## config.mk

```make
export PLATFORM = sky130hd
export DESIGN_NAME = control_sequencer_flat
export DESIGN_NICKNAME = d
export VERILOG_FILES = /design/src/rtl/control_sequencer_if.sv /design/src/rtl/control_sequencer.sv /design/src/flat_wrapper.sv
export SDC_FILE = /design/constraint.sdc
export NUM_CORES = 1
export LEC_CHECK = 0
export CORE_MARGIN = 2
export CORE_UTILIZATION = 30
export DETAILED_ROUTE_END_ITERATION = 16
export PLACE_DENSITY_LB_ADDON = 0.3
export SLEW_MARGIN = 5
export SYNTH_ARGS = -nofsm -noshare
export SYNTH_HDL_FRONTEND = slang
export SYNTH_SLANG_ARGS = --single-unit
```

## constraint.sdc

```tcl
create_clock -name clk -period 2.35 [get_ports clk]
set_input_delay 0.47 -clock clk [delete_from_list [all_inputs] [get_ports clk]]
set_output_delay 0.47 -clock clk [all_outputs]
set_load 0.05 [all_outputs]
```

## src/rtl/control_sequencer_if.sv

```systemverilog
// control_sequencer_if: instruction, handshake and control-strobe bundle between sequencer and datapath
interface control_sequencer_if;
  logic [31:0] ir;
  logic        start;
  logic        stop;
  logic        mem_ready;
  logic        PC_select;
  logic        Z_LO_select;
  logic        Z_HI_select;
  logic        MDR_select;
  logic        PC_enable;
  logic        PC_increment_enable;
  logic        IR_enable;
  logic        Y_enable;
  logic        Z_enable;
  logic        MAR_enable;
  logic        MDR_enable;
  logic        HI_enable;
  logic        LO_enable;
  logic        read;
  logic [15:0] reg_select;
  logic [15:0] reg_enable;
  logic [4:0]  alu_instruction;
  logic [3:0]  step;
  logic        run;
  logic        illegal;
  modport slave (
    input  ir, start, stop, mem_ready,
    output PC_select, Z_LO_select, Z_HI_select, MDR_select,
    output PC_enable, PC_increment_enable, IR_enable, Y_enable, Z_enable,
    output MAR_enable, MDR_enable, HI_enable, LO_enable, read,
    output reg_select, reg_enable, alu_instruction, step, run, illegal
  );
  modport master (
    output ir, start, stop, mem_ready,
    input  PC_select, Z_LO_select, Z_HI_select, MDR_select,
    input  PC_enable, PC_increment_enable, IR_enable, Y_enable, Z_enable,
    input  MAR_enable, MDR_enable, HI_enable, LO_enable, read,
    input  reg_select, reg_enable, alu_instruction, step, run, illegal
  );
endinterface

```

## src/rtl/control_sequencer.sv

```systemverilog
// control_sequencer: Moore FSM sequencing fetch and execute micro-steps for a bus-based datapath
module control_sequencer (
  input  logic               clk,
  input  logic               clr,
  control_sequencer_if.slave bus
);
  typedef enum logic [3:0] {
    IDLE = 4'd0, T0 = 4'd1, T1 = 4'd2, T2 = 4'd3, T3 = 4'd4,
    T4 = 4'd5, T5 = 4'd6, T6 = 4'd7, HALT = 4'd8
  } state_t;
  state_t      r_state;
  state_t      w_next;
  logic [4:0]  w_op;
  logic [3:0]  w_ra;
  logic [3:0]  w_rb;
  logic [3:0]  w_rc;
  logic        w_alu3;
  logic        w_muldiv;
  logic        w_nop;
  logic        w_halt;
  logic        w_illegal;
  assign w_op      = bus.ir[31:27];
  assign w_ra      = bus.ir[26:23];
  assign w_rb      = bus.ir[22:19];
  assign w_rc      = bus.ir[18:15];
  assign w_alu3    = w_op <= 5'd12;
  assign w_muldiv  = w_op[4:1] == 4'b0111;
  assign w_nop     = w_op == 5'd26;
  assign w_halt    = w_op == 5'd27;
  assign w_illegal = !(w_alu3 || w_muldiv || w_nop || w_halt);
  // state register; clr drops straight to IDLE so every output clears without a clock
  always_ff @(posedge clk or negedge clr)
    if (!clr) r_state <= IDLE;
    else      r_state <= w_next;
  // next-state and output decode from state and ir only
  always_comb begin
    w_next                  = r_state;
    bus.PC_select           = 1'b0;
    bus.Z_LO_select         = 1'b0;
    bus.Z_HI_select         = 1'b0;
    bus.MDR_select          = 1'b0;
    bus.PC_enable           = 1'b0;
    bus.PC_increment_enable = 1'b0;
    bus.IR_enable           = 1'b0;
    bus.Y_enable            = 1'b0;
    bus.Z_enable            = 1'b0;
    bus.MAR_enable          = 1'b0;
    bus.MDR_enable          = 1'b0;
    bus.HI_enable           = 1'b0;
    bus.LO_enable           = 1'b0;
    bus.read                = 1'b0;
    bus.reg_select          = 16'd0;
    bus.reg_enable          = 16'd0;
    bus.alu_instruction     = 5'd0;
    bus.illegal             = 1'b0;
    bus.step                = r_state;
    bus.run                 = r_state != IDLE && r_state != HALT;
    case (r_state)
      IDLE: w_next = bus.start ? T0 : IDLE;
      T0: begin
        bus.PC_select           = 1'b1;
        bus.MAR_enable          = 1'b1;
        bus.PC_increment_enable = 1'b1;
        bus.Z_enable            = 1'b1;
        w_next                  = T1;
      end
      T1: begin
        bus.Z_LO_select = 1'b1;
        bus.PC_enable   = 1'b1;
        bus.read        = 1'b1;
        bus.MDR_enable  = 1'b1;
        w_next          = bus.mem_ready ? T2 : T1;
      end
      T2: begin
        bus.MDR_select = 1'b1;
        bus.IR_enable  = 1'b1;
        w_next         = T3;
      end
      T3: begin
        bus.reg_select = w_alu3 ? 16'd1 << w_rb : w_muldiv ? 16'd1 << w_ra : 16'd0;
        bus.Y_enable   = w_alu3 | w_muldiv;
        bus.illegal    = w_illegal;
        w_next         = w_halt ? HALT : (w_alu3 || w_muldiv) ? T4 : bus.stop ? IDLE : T0;
      end
      T4: begin
        bus.reg_select      = w_muldiv ? 16'd1 << w_rb : 16'd1 << w_rc;
        bus.alu_instruction = w_op;
        bus.Z_enable        = 1'b1;
        w_next              = T5;
      end
      T5: begin
        bus.Z_LO_select = 1'b1;
        bus.reg_enable  = w_muldiv ? 16'd0 : 16'd1 << w_ra;
        bus.LO_enable   = w_muldiv;
        w_next          = w_muldiv ? T6 : bus.stop ? IDLE : T0;
      end
      T6: begin
        bus.Z_HI_select = 1'b1;
        bus.HI_enable   = 1'b1;
        w_next          = bus.stop ? IDLE : T0;
      end
      HALT:    w_next = HALT;
      default: w_next = IDLE;
    endcase
  end
endmodule
```

## src/flat_wrapper.sv

```systemverilog
// flat-port wrapper written by rule: the top's interface ports become plain ports
module control_sequencer_flat 
  (clk, clr, bus_ir, bus_start, bus_stop, bus_mem_ready, bus_PC_select, bus_Z_LO_select, bus_Z_HI_select, bus_MDR_select, bus_PC_enable, bus_PC_increment_enable, bus_IR_enable, bus_Y_enable, bus_Z_enable, bus_MAR_enable, bus_MDR_enable, bus_HI_enable, bus_LO_enable, bus_read, bus_reg_select, bus_reg_enable, bus_alu_instruction, bus_step, bus_run, bus_illegal);
  control_sequencer_if bus_i ();
  input  logic clk;
  input  logic clr;
  input wire logic [$bits(bus_i.ir)-1:0] bus_ir;
  input wire logic [$bits(bus_i.start)-1:0] bus_start;
  input wire logic [$bits(bus_i.stop)-1:0] bus_stop;
  input wire logic [$bits(bus_i.mem_ready)-1:0] bus_mem_ready;
  output wire logic [$bits(bus_i.PC_select)-1:0] bus_PC_select;
  output wire logic [$bits(bus_i.Z_LO_select)-1:0] bus_Z_LO_select;
  output wire logic [$bits(bus_i.Z_HI_select)-1:0] bus_Z_HI_select;
  output wire logic [$bits(bus_i.MDR_select)-1:0] bus_MDR_select;
  output wire logic [$bits(bus_i.PC_enable)-1:0] bus_PC_enable;
  output wire logic [$bits(bus_i.PC_increment_enable)-1:0] bus_PC_increment_enable;
  output wire logic [$bits(bus_i.IR_enable)-1:0] bus_IR_enable;
  output wire logic [$bits(bus_i.Y_enable)-1:0] bus_Y_enable;
  output wire logic [$bits(bus_i.Z_enable)-1:0] bus_Z_enable;
  output wire logic [$bits(bus_i.MAR_enable)-1:0] bus_MAR_enable;
  output wire logic [$bits(bus_i.MDR_enable)-1:0] bus_MDR_enable;
  output wire logic [$bits(bus_i.HI_enable)-1:0] bus_HI_enable;
  output wire logic [$bits(bus_i.LO_enable)-1:0] bus_LO_enable;
  output wire logic [$bits(bus_i.read)-1:0] bus_read;
  output wire logic [$bits(bus_i.reg_select)-1:0] bus_reg_select;
  output wire logic [$bits(bus_i.reg_enable)-1:0] bus_reg_enable;
  output wire logic [$bits(bus_i.alu_instruction)-1:0] bus_alu_instruction;
  output wire logic [$bits(bus_i.step)-1:0] bus_step;
  output wire logic [$bits(bus_i.run)-1:0] bus_run;
  output wire logic [$bits(bus_i.illegal)-1:0] bus_illegal;
  assign bus_i.ir = bus_ir;
  assign bus_i.start = bus_start;
  assign bus_i.stop = bus_stop;
  assign bus_i.mem_ready = bus_mem_ready;
  assign bus_PC_select = bus_i.PC_select;
  assign bus_Z_LO_select = bus_i.Z_LO_select;
  assign bus_Z_HI_select = bus_i.Z_HI_select;
  assign bus_MDR_select = bus_i.MDR_select;
  assign bus_PC_enable = bus_i.PC_enable;
  assign bus_PC_increment_enable = bus_i.PC_increment_enable;
  assign bus_IR_enable = bus_i.IR_enable;
  assign bus_Y_enable = bus_i.Y_enable;
  assign bus_Z_enable = bus_i.Z_enable;
  assign bus_MAR_enable = bus_i.MAR_enable;
  assign bus_MDR_enable = bus_i.MDR_enable;
  assign bus_HI_enable = bus_i.HI_enable;
  assign bus_LO_enable = bus_i.LO_enable;
  assign bus_read = bus_i.read;
  assign bus_reg_select = bus_i.reg_select;
  assign bus_reg_enable = bus_i.reg_enable;
  assign bus_alu_instruction = bus_i.alu_instruction;
  assign bus_step = bus_i.step;
  assign bus_run = bus_i.run;
  assign bus_illegal = bus_i.illegal;
  control_sequencer u_core (.clk(clk), .clr(clr), .bus(bus_i));
endmodule
```

==> results_dict.tcl, run 1 <==
set metrics [dict create \
    layout_common_cells "buf_4 (49), buf_12 (42), nor2_1 (21)" \
    root_buffer "clkbuf_8" \
    cts_made_buffers 3 \
    synth_top_family_by_area "simple AND/OR/NAND/NOR gates" \
    crit_fanout 6 \
    slowest_delay_ns 0.45 \
    fp.dieW_microns 70.7 \
    syn_area_sq_mm 0.00134 \
    synth_xor_area_frac 0.00656 \
    syn-num-nets 241 \
    pwr-share-clk 0.089 \
    period_share 1.04 \
    crit_path_start_kind "primary input" \
    ys_seq_area_frac 0.0750 \
    reg2reg_slack_ns 0.73 \
    p_leak_nw 1.39 \
    antenna_found_initial 0 \
    crit_type "primary input to output port" \
    area_growth_pct 172 \
    ys_types 38 \
    worstMarginPinSlew_ns 0.508 \
    cp.required_ns 1.88 \
    gp_congestion 0.924 \
    combPwrFrac 0.827 \
    vdd_drop_max_mv 0.852 \
    vias 2101 \
    largest_reg_flops 4 \
    core-area_sq_mm 0.00432 \
    grt_pass1_wl_mm 10.4 \
    rsz0062_at_grt "yes" \
    slowest_stage "dlygate4sd2_1" \
    outcome "finished, violations left" \
    r2r-start "u_core.bus.step[3]" \
    synth_compound_area_frac 0.207 \
    wl_per_cell_microns 20.4 \
    async_reset_ff_frac 1.00 \
    muxShareOfSynthArea 0.127 \
    p_total_mw 1.69 \
    ant_nets 0 \
    finalSetupViolations 11 \
    grt_pass1_vias 1992 \
    finalNetCount 351 \
    synth.area.top_cells "nor2_1 (13%), mux2i_1 (13%), dfrtp_1 (7.5%), o22ai_2 (6.6%), a21oi_1 (5.6%)" \
    crit_chain "dlygate4sd2_1, nand2b_2, nor2_2, a21oi_1, o22ai_4, buf_12" \
    die-area_sq_mm 0.00500 \
    p_int_mw 0.712 \
    synth.avg_cell_area_sq_um 6.54 \
    drive_above_1_share 0.705 \
    io_buffer_count 78 \
    ys_ff_latch 4 \
    synth-simple-area-share 0.486 \
    pwr_density_cell_mw_per_mm2 465 \
    grt_max_degree 18 \
    path_clk_slew_ns 0.03 \
    drv_cap 0 \
    max_slew_margin 0.660 \
    n_antenna_cell 0 \
    htree_levels 1 \
    via_per_inst 5.77 \
    final_common_cell "buf_4" \
    track_usage 0.258 \
    yosysTopAreaCell "nor2_1" \
    worst_slack_ns -0.0878 \
    design_area_sq_mm 0.00363 \
    drtIter0Drc 212 \
    first_pass_iters 4 \
    p_sw_frac 0.578 \
    violations "negative setup slack" \
    die_h_microns 70.7 \
    placed_area_sq_mm 0.00289 \
    min_period_ns 2.44 \
    wirelength_mm 7.44 \
    p_sw_mw 0.974 \
    yosysTopAreaCellShare 0.132 \
    post-dp-hpwl_mm 4.24 \
    report.final.slew_viol_count 0 \
    tritoncts "yes" \
    overflow 0 \
    yosys_most_used_dff "dfrtp_1" \
    pin_count 94 \
    fin_skew_ns 0.00258 \
    synth_fa_ha_area_frac 0 \
    cp.arrival_ns 1.97 \
    start_util 0.309 \
    clk_latency_ns 0.22 \
    hold_viol_final 0 \
    crit_path_end_kind "output port" \
    seqPwrFrac 0.084 \
    yosysWarnings 0 \
    fmax_mhz 410 \
    rows 24 \
    timing.rr.end "u_core.bus.step[2]" \
    post-route-util 0.839 \
    synthesis.instances 204 \
    drc 0 \
    clock_path_buffers 2 \
    worstHoldPathType "primary input to asynchronous set/reset pin" \
    ff2ff_path_depth 6 \
    synth_edf_count 0 \
    cts_sinks 4 \
]
==> timing repair <==
action / in CTS / in global routing
pin swaps: 16 / 12
hold buffers: 0 / 0
hold endpoints to repair: 0 / 0
gates resized for setup: 93 / 73
endpoints found under the setup margin: 35 / 32
cloned: 3 / 1
buffers inserted: 5 / 7
==> metrics by stage <==
step	TNS, ns	hold WS, ns	cells	worst slack (ns)
2_1_floorplan	-0.686	0.174	204	-0.0727
3_3_place_gp	-9.55	0.644	349	-0.355
3_5_place_dp	-10.53	0.647	349	-0.392
4_1_cts	-0.503	0.454	359	-0.0500
5_1_grt	-0.723	0.462	364	-0.107
6_report	-0.279	0.450	364	-0.0878
==> metal layers <==
layer | vias to the layer above | share of wire | track usage
met5 | - | 0 | 0
met1 | 1004 | 0.39 | 0.331
li1 | 957 | - | -
met4 | 0 | 0.041 | 0.101
met3 | 23 | 0.062 | 0.0313
met2 | 117 | 0.50 | 0.442
==> worst max-delay path by stage <==
stage / start / endpoint / cells after the start
after CTS: bus_ir[27] / bus_reg_select[3] / 9
final: bus_ir[21] / bus_reg_select[10] / 6
after global placement: bus_ir[28] / bus_reg_select[7] / 8
after detailed placement: bus_ir[28] / bus_reg_select[6] / 8
after floorplan: u_core.bus.step[3] / bus_reg_select[0] / 5
after global routing: bus_ir[21] / bus_reg_select[10] / 6
==> cells in the mapped netlist, types with 2 or more instances <==
cell type	count
nor2_1	47
mux2i_1	17
a21oi_1	15
nor3_1	14
nand2b_1	12
and3_1	9
o22ai_1	9
buf_4	7
o22ai_2	7
and4_1	6
nand2_1	6
and2_1	5
clkbuf_1	5
nor2b_1	5
dfrtp_1	4
buf_1	3
inv_1	3
nand4_1	3
o21ai_0	3
or3_1	3
buf_2	2
nand3_1	2
or2_2	2
==> kinds of logic (layout without fill, tap and decap cells) <==
logic type	Yosys count	after routing
mux	17	17
simple gates	122	122
compound gates	38	38
xor+xnor	1	1
flops	4	4
buf+inv	22	130
==> worst max-delay path, delay by kind of cell <==
kind                   cells  cell delay (ns)
and+or+nand+nor            2             0.40
AOI/OAI and AO/OA          2             0.46
buffers and inverters      2             0.63
==> power groups by stage <==
| stage | clock, mW | sequential, mW | combinational [mW] |
|---|---|---|---|
| 2_1_floorplan | 0 | 0.211 | 0.747 |
| 3_3_place_gp | 0 | 0.145 | 1.17 |
| 3_5_place_dp | 0 | 0.145 | 1.19 |
| 4_1_cts | 0.148 | 0.144 | 1.29 |
| 5_1_grt | 0.157 | 0.143 | 1.44 |
| 6_report | 0.150 | 0.142 | 1.39 |
==> cell type report <==
type,instances,area [sq um]
Multi-Input combinational cell,178,1800
Inverter,3,11.3
Sequential cell,4,105
Timing Repair Buffer,124,1600
Tap cell,52,65.1
Clock buffer,3,41.3
Fill cell,196,698
(Power assumes the default switching activity.)
==> run 2, diff against run 1 <==
--- a/config.mk
+++ b/config.mk
@@ -7,6 +7,7 @@
 export LEC_CHECK = 0
 export CORE_MARGIN = 2
 export CORE_UTILIZATION = 30
+export CTS_BUF_LIST = sky130_fd_sc_hd__clkbuf_16
 export DETAILED_ROUTE_END_ITERATION = 16
 export PLACE_DENSITY_LB_ADDON = 0.3
 export SLEW_MARGIN = 5
==> run 2 against run 1 <==
  * Sequential share of layout area about the same
  * Flip-flop and latch count stayed put
  * Critical path depth up 1
  * Combinational power is essentially flat
  * Core utilization rose by 0.43 points
  * Fmax grew 1.8%
  * First-iteration DRC count down 12%
  * The run still ends with negative setup slack left
  * Critical endpoint unchanged
  * Final cell count unchanged
  * Hold slack better by 0.0041 ns
  * Via count rose by 0.95%
==> results_dict.tcl, run 2 (same netlist as run 1, synthesis figures left out) <==
set metrics [dict create \
    grt_pass1_wl_mm 11.2 \
    io_buffer_count 78 \
    layout_common_cells "buf_12 (47), buf_4 (47), nor2_1 (24)" \
    clock_path_buffers 2 \
    worst_slack_ns -0.0448 \
    overflow 0 \
    wirelength_mm 7.60 \
    largest_reg_flops 4 \
    pwr_density_cell_mw_per_mm2 494 \
    die_h_microns 70.7 \
    cp.required_ns 1.88 \
    crit_path_start_kind "primary input" \
    worst_path_most_repeated_cell "buf_12" \
    dpl_worst_slack_ns -0.392 \
    report.final.slew_viol_count 0 \
    antenna_found_initial 0 \
    track_usage 0.278 \
    p_leak_nw 1.39 \
    num-fill-cells 200 \
    drive_above_1_share 0.686 \
    cts_made_buffers 3 \
    via_per_inst 5.83 \
    die-area_sq_mm 0.00500 \
    fmax_mhz 418 \
    drv_cap 0 \
    start_util 0.309 \
    tritoncts "yes" \
    vdd_drop_max_mv 0.743 \
    post-route-util 0.843 \
    path_clk_slew_ns 0.03 \
    rsz0062_at_grt "yes" \
    rows 24 \
    min_period_ns 2.39 \
    vias 2121 \
    fin_skew_ns 0.00129 \
    drc 0 \
    grt_max_degree 18 \
    fp.dieW_microns 70.7 \
    clk_latency_ns 0.22 \
    max_slew_margin 0.660 \
    outcome "finished, violations left" \
    post-dp-hpwl_mm 4.24 \
    n_antenna_cell 0 \
    hold_viol_final 0 \
    whs_ns 0.454 \
    finalSetupViolations 11 \
    ant_nets 0 \
    slowest_stage "and4b_2" \
    slowest_delay_ns 0.31 \
    pin_count 94 \
    grt_pass1_vias 2083 \
    drtIter0Drc 187 \
    first_pass_iters 4 \
    gp_congestion 0.924 \
    crit_fanout 16 \
    worstHoldPathType "primary input to asynchronous set/reset pin" \
    crit_chain "clkdlybuf4s15_2, and4b_2, buf_12, buf_6, a21oi_1, o22ai_4, buf_12" \
    root_buffer "clkbuf_16" \
    area_growth_pct 173 \
    finalNetCount 351 \
    cp.arrival_ns 1.92 \
    core-area_sq_mm 0.00432 \
    worstMarginPinSlew_ns 0.508 \
    violations "negative setup slack" \
    period_share 1.02 \
    htree_levels 1 \
    wl_per_cell_microns 20.9 \
    crit_type "primary input to output port" \
    hold_buffers 0 \
    crit_path_end_kind "output port" \
    cts_sinks 4 \
]
## run 2: final cells by class
cell class,instances,area (sq um),share of cell area
multi-input cells,178,1780,0.488
repair buffers,124,1610,0.441
flip-flops and latches,4,105,0.0288
clock buffers,3,75.1,0.0206
well taps,52,65.1,0.0179
inverters,3,11.3,0.00309
## run 2: power by group
group,switching (mW),total (mW),internal [mW]
clock network,0.0472,0.264,0.217
registers,0.0470,0.144,0.0965
logic,0.894,1.39,0.498
total,0.989,1.80,0.811
## run 2: per-stage QoR
stage / cells / total power [mW] / TNS, ns / instance area [sq um]
floorplan: 204 / 0.958 / -0.686 / 1510
global placement: 349 / 1.32 / -9.55 / 2890
detailed placement: 349 / 1.33 / -10.53 / 2890
CTS: 365 / 1.74 / -0.304 / 3490
global route: 364 / 1.85 / -0.821 / 3640
finish: 364 / 1.80 / -0.187 / 3640
## run 2: per-layer routing
metal | wire length (microns) | vias to the layer above | part of all wire | global-route usage
met1 | 3030 | 1011 | 0.40 | 0.356
li1 | - | 961 | - | -
met2 | 3790 | 125 | 0.50 | 0.475
met5 | 0 | - | 0 | 0
met3 | 546 | 24 | 0.072 | 0.0342
met4 | 235 | 0 | 0.031 | 0.111
## run 2: worst max-delay path: cells and delay by family
family	cells	cell delay, ns
compound gates	2	0.43
buf+inv	4	0.71
simple gates	1	0.31
## run 2: final timing paths
kind	start	endpoint	slack (ns)	cells past startpoint
worst max-delay path	bus_ir[30]	bus_reg_select[10]	-0.04	7
worst min-delay path	clr	u_core.bus.step[2]	0.45	1
worst max register to register	u_core.bus.step[3]	u_core.bus.step[0]	0.77	6
worst min register to register	u_core.bus.step[1]	u_core.bus.step[0]	0.69	2
max in group asynchronous	clr	u_core.bus.step[3]	1.71	1
min in group clk	bus_ir[27]	u_core.bus.step[3]	0.68	4
## run 2: repair_timing
action                     in CTS  in global routing
setup buffers                  11                  1
setup endpoints to repair      35                 33
gates cloned                    2                  0
gates resized for setup        98                 60
pin swaps                       9                 12
==> run 3, diff against run 2 <==
--- a/config.mk
+++ b/config.mk
@@ -10,6 +10,7 @@
 export CTS_BUF_LIST = sky130_fd_sc_hd__clkbuf_16
 export DETAILED_ROUTE_END_ITERATION = 16
 export PLACE_DENSITY_LB_ADDON = 0.3
+export REMOVE_ABC_BUFFERS = 1
 export SLEW_MARGIN = 5
 export SYNTH_ARGS = -nofsm -noshare
 export SYNTH_HDL_FRONTEND = slang
==> run 3 against run 2 <==
  * The run now ends clean
  * Highest routed layer unchanged
  * Largest power group unchanged
  * Power decreased by 2.3%
  * Final area decreased by 13%
  * Non-clock buffer count decreased by 4
  * Fmax increased by 2.8%
  * First-iteration DRC count decreased by 29%
  * Via count decreased by 5.7%
  * Worst setup slack improved by 0.065 ns
  * Largest cell class is now non-clock buffers
==> results_dict.tcl, run 3 (same netlist as run 1, synthesis figures left out) <==
set metrics [dict create \
    wl_per_cell_microns 16.8 \
    p_leak_nw 1.31 \
    die-area_sq_mm 0.00500 \
    rows 24 \
    min_period_ns 2.33 \
    n_antenna_cell 0 \
    cts_sinks 4 \
    fp.dieW_microns 70.7 \
    path_clk_slew_ns 0.03 \
    vdd_drop_max_mv 0.566 \
    hold_viol_final 0 \
    clock_path_buffers 2 \
    p_total_mw 1.76 \
    grt_pass1_vias 1979 \
    worstHoldPathType "primary input to asynchronous set/reset pin" \
    reg2reg_slack_ns 0.80 \
    worst_slack_ns 0.0199 \
    overflow 0 \
    seqPwrFrac 0.077 \
    p_sw_mw 0.927 \
    max_slew_margin 0.652 \
    grt_max_degree 18 \
    whs_ns 0.453 \
    crit_path_end_kind "output port" \
    first_pass_iters 4 \
    core-area_sq_mm 0.00432 \
    pin_count 94 \
    ant_nets 0 \
    ff2ff_path_depth 5 \
    crit_fanout 17 \
    report.final.slew_viol_count 0 \
    period_share 0.992 \
    track_usage 0.228 \
    pwr_density_cell_mw_per_mm2 554 \
    fmax_mhz 429 \
    crit_path_start_kind "register" \
    r2r-start "u_core.bus.step[1]" \
    cp.arrival_ns 1.86 \
    grt_pass1_wl_mm 9.32 \
    num-fill-cells 304 \
    finalSetupViolations 0 \
    die_h_microns 70.7 \
    drc 0 \
    crit_type "register to output port" \
    io_buffer_count 78 \
    root_buffer "clkbuf_16" \
    worstMarginPinSlew_ns 0.521 \
    combPwrFrac 0.773 \
    clk_latency_ns 0.22 \
    htree_levels 1 \
    drv_cap 0 \
    cts_made_buffers 3 \
    start_util 0.309 \
    post-dp-hpwl_mm 4.19 \
    pwr-share-clk 0.150 \
    fin_skew_ns 0.00164 \
    p_sw_frac 0.527 \
    dpl_worst_slack_ns -0.406 \
    wirelength_mm 6.04 \
    drtIter0Drc 132 \
    cp.required_ns 1.88 \
    vias 2001 \
    timing.rr.end "u_core.bus.step[2]" \
    cp-startpoint "u_core.bus.step[1]" \
    area_growth_pct 138 \
    p_int_mw 0.832 \
    finalNetCount 347 \
    drive_above_1_share 0.539 \
    layout_common_cells "buf_12 (46), buf_4 (46), nor2_1 (37)" \
    largest_reg_flops 4 \
    antenna_found_initial 0 \
    rsz0062_at_grt "yes" \
    via_per_inst 5.56 \
    gp_congestion 0.891 \
    tritoncts "yes" \
    outcome "finished clean" \
]
-- run 3: area by class of cell --
class                   count  area, sq um  share of cell area
repair buffers            120         1540               0.484
multi-input cells         178         1390               0.437
well taps                  52         65.1              0.0205
flip-flops and latches      4          101              0.0319
inverters                   3         11.3             0.00355
clock buffers               3         75.1              0.0236
-- run 3: worst max path at each step --
stage                         endpoint  slack [ns]  cells after the start
detailed placement   bus_reg_select[5]       -0.41                      8
finish              bus_reg_select[10]        0.02                      5
global placement    bus_reg_select[15]       -0.41                      7
global route         bus_reg_select[5]       -0.03                      7
CTS                 bus_reg_select[12]       0.009                      6
floorplan               bus_MDR_enable       -2.10                      2
-- run 3: critical path, stage by stage, from the launching register on --
cell and delay, ns:
dfrtp_1 0.43, or3_4 0.43, o21bai_4 0.19, buf_12 0.17, o22ai_2 0.23, buf_12 0.17
-- run 3: layer usage --
layer	vias to the layer above	GRT usage	share of wire
met1	944	0.285	0.41
met5	-	0	0
met4	0	0.0776	0.022
li1	944	-	-
met2	100	0.411	0.51
met3	13	0.0171	0.060
-- run 3: timing repair --
item	CTS	global route
buffers inserted	2	1
pin swaps	6	4
cloned	0	0
endpoints found under the setup margin	35	22
hold buffers	0	0
resized for setup	67	33
-- run 3: metrics by stage --
step	setup TNS, ns	cell area (sq um)	utilization	cells
2_1_floorplan	-42.48	1220	-	185
3_3_place_gp	-10.45	2790	0.645	355
3_5_place_dp	-10.87	2790	0.645	355
4_1_cts	0	3080	0.711	359
5_1_grt	-0.0606	3180	0.734	360
6_report	0	3180	0.734	360
-- run 3: power by group through the flow --
stage	registers [mW]	logic (mW)	clock network (mW)
after global routing	0.137	1.40	0.271
after detailed placement	0.127	1.27	0
after global placement	0.124	1.25	0
after CTS	0.130	1.33	0.265
final	0.136	1.36	0.263
after floorplan	0.203	0.629	0
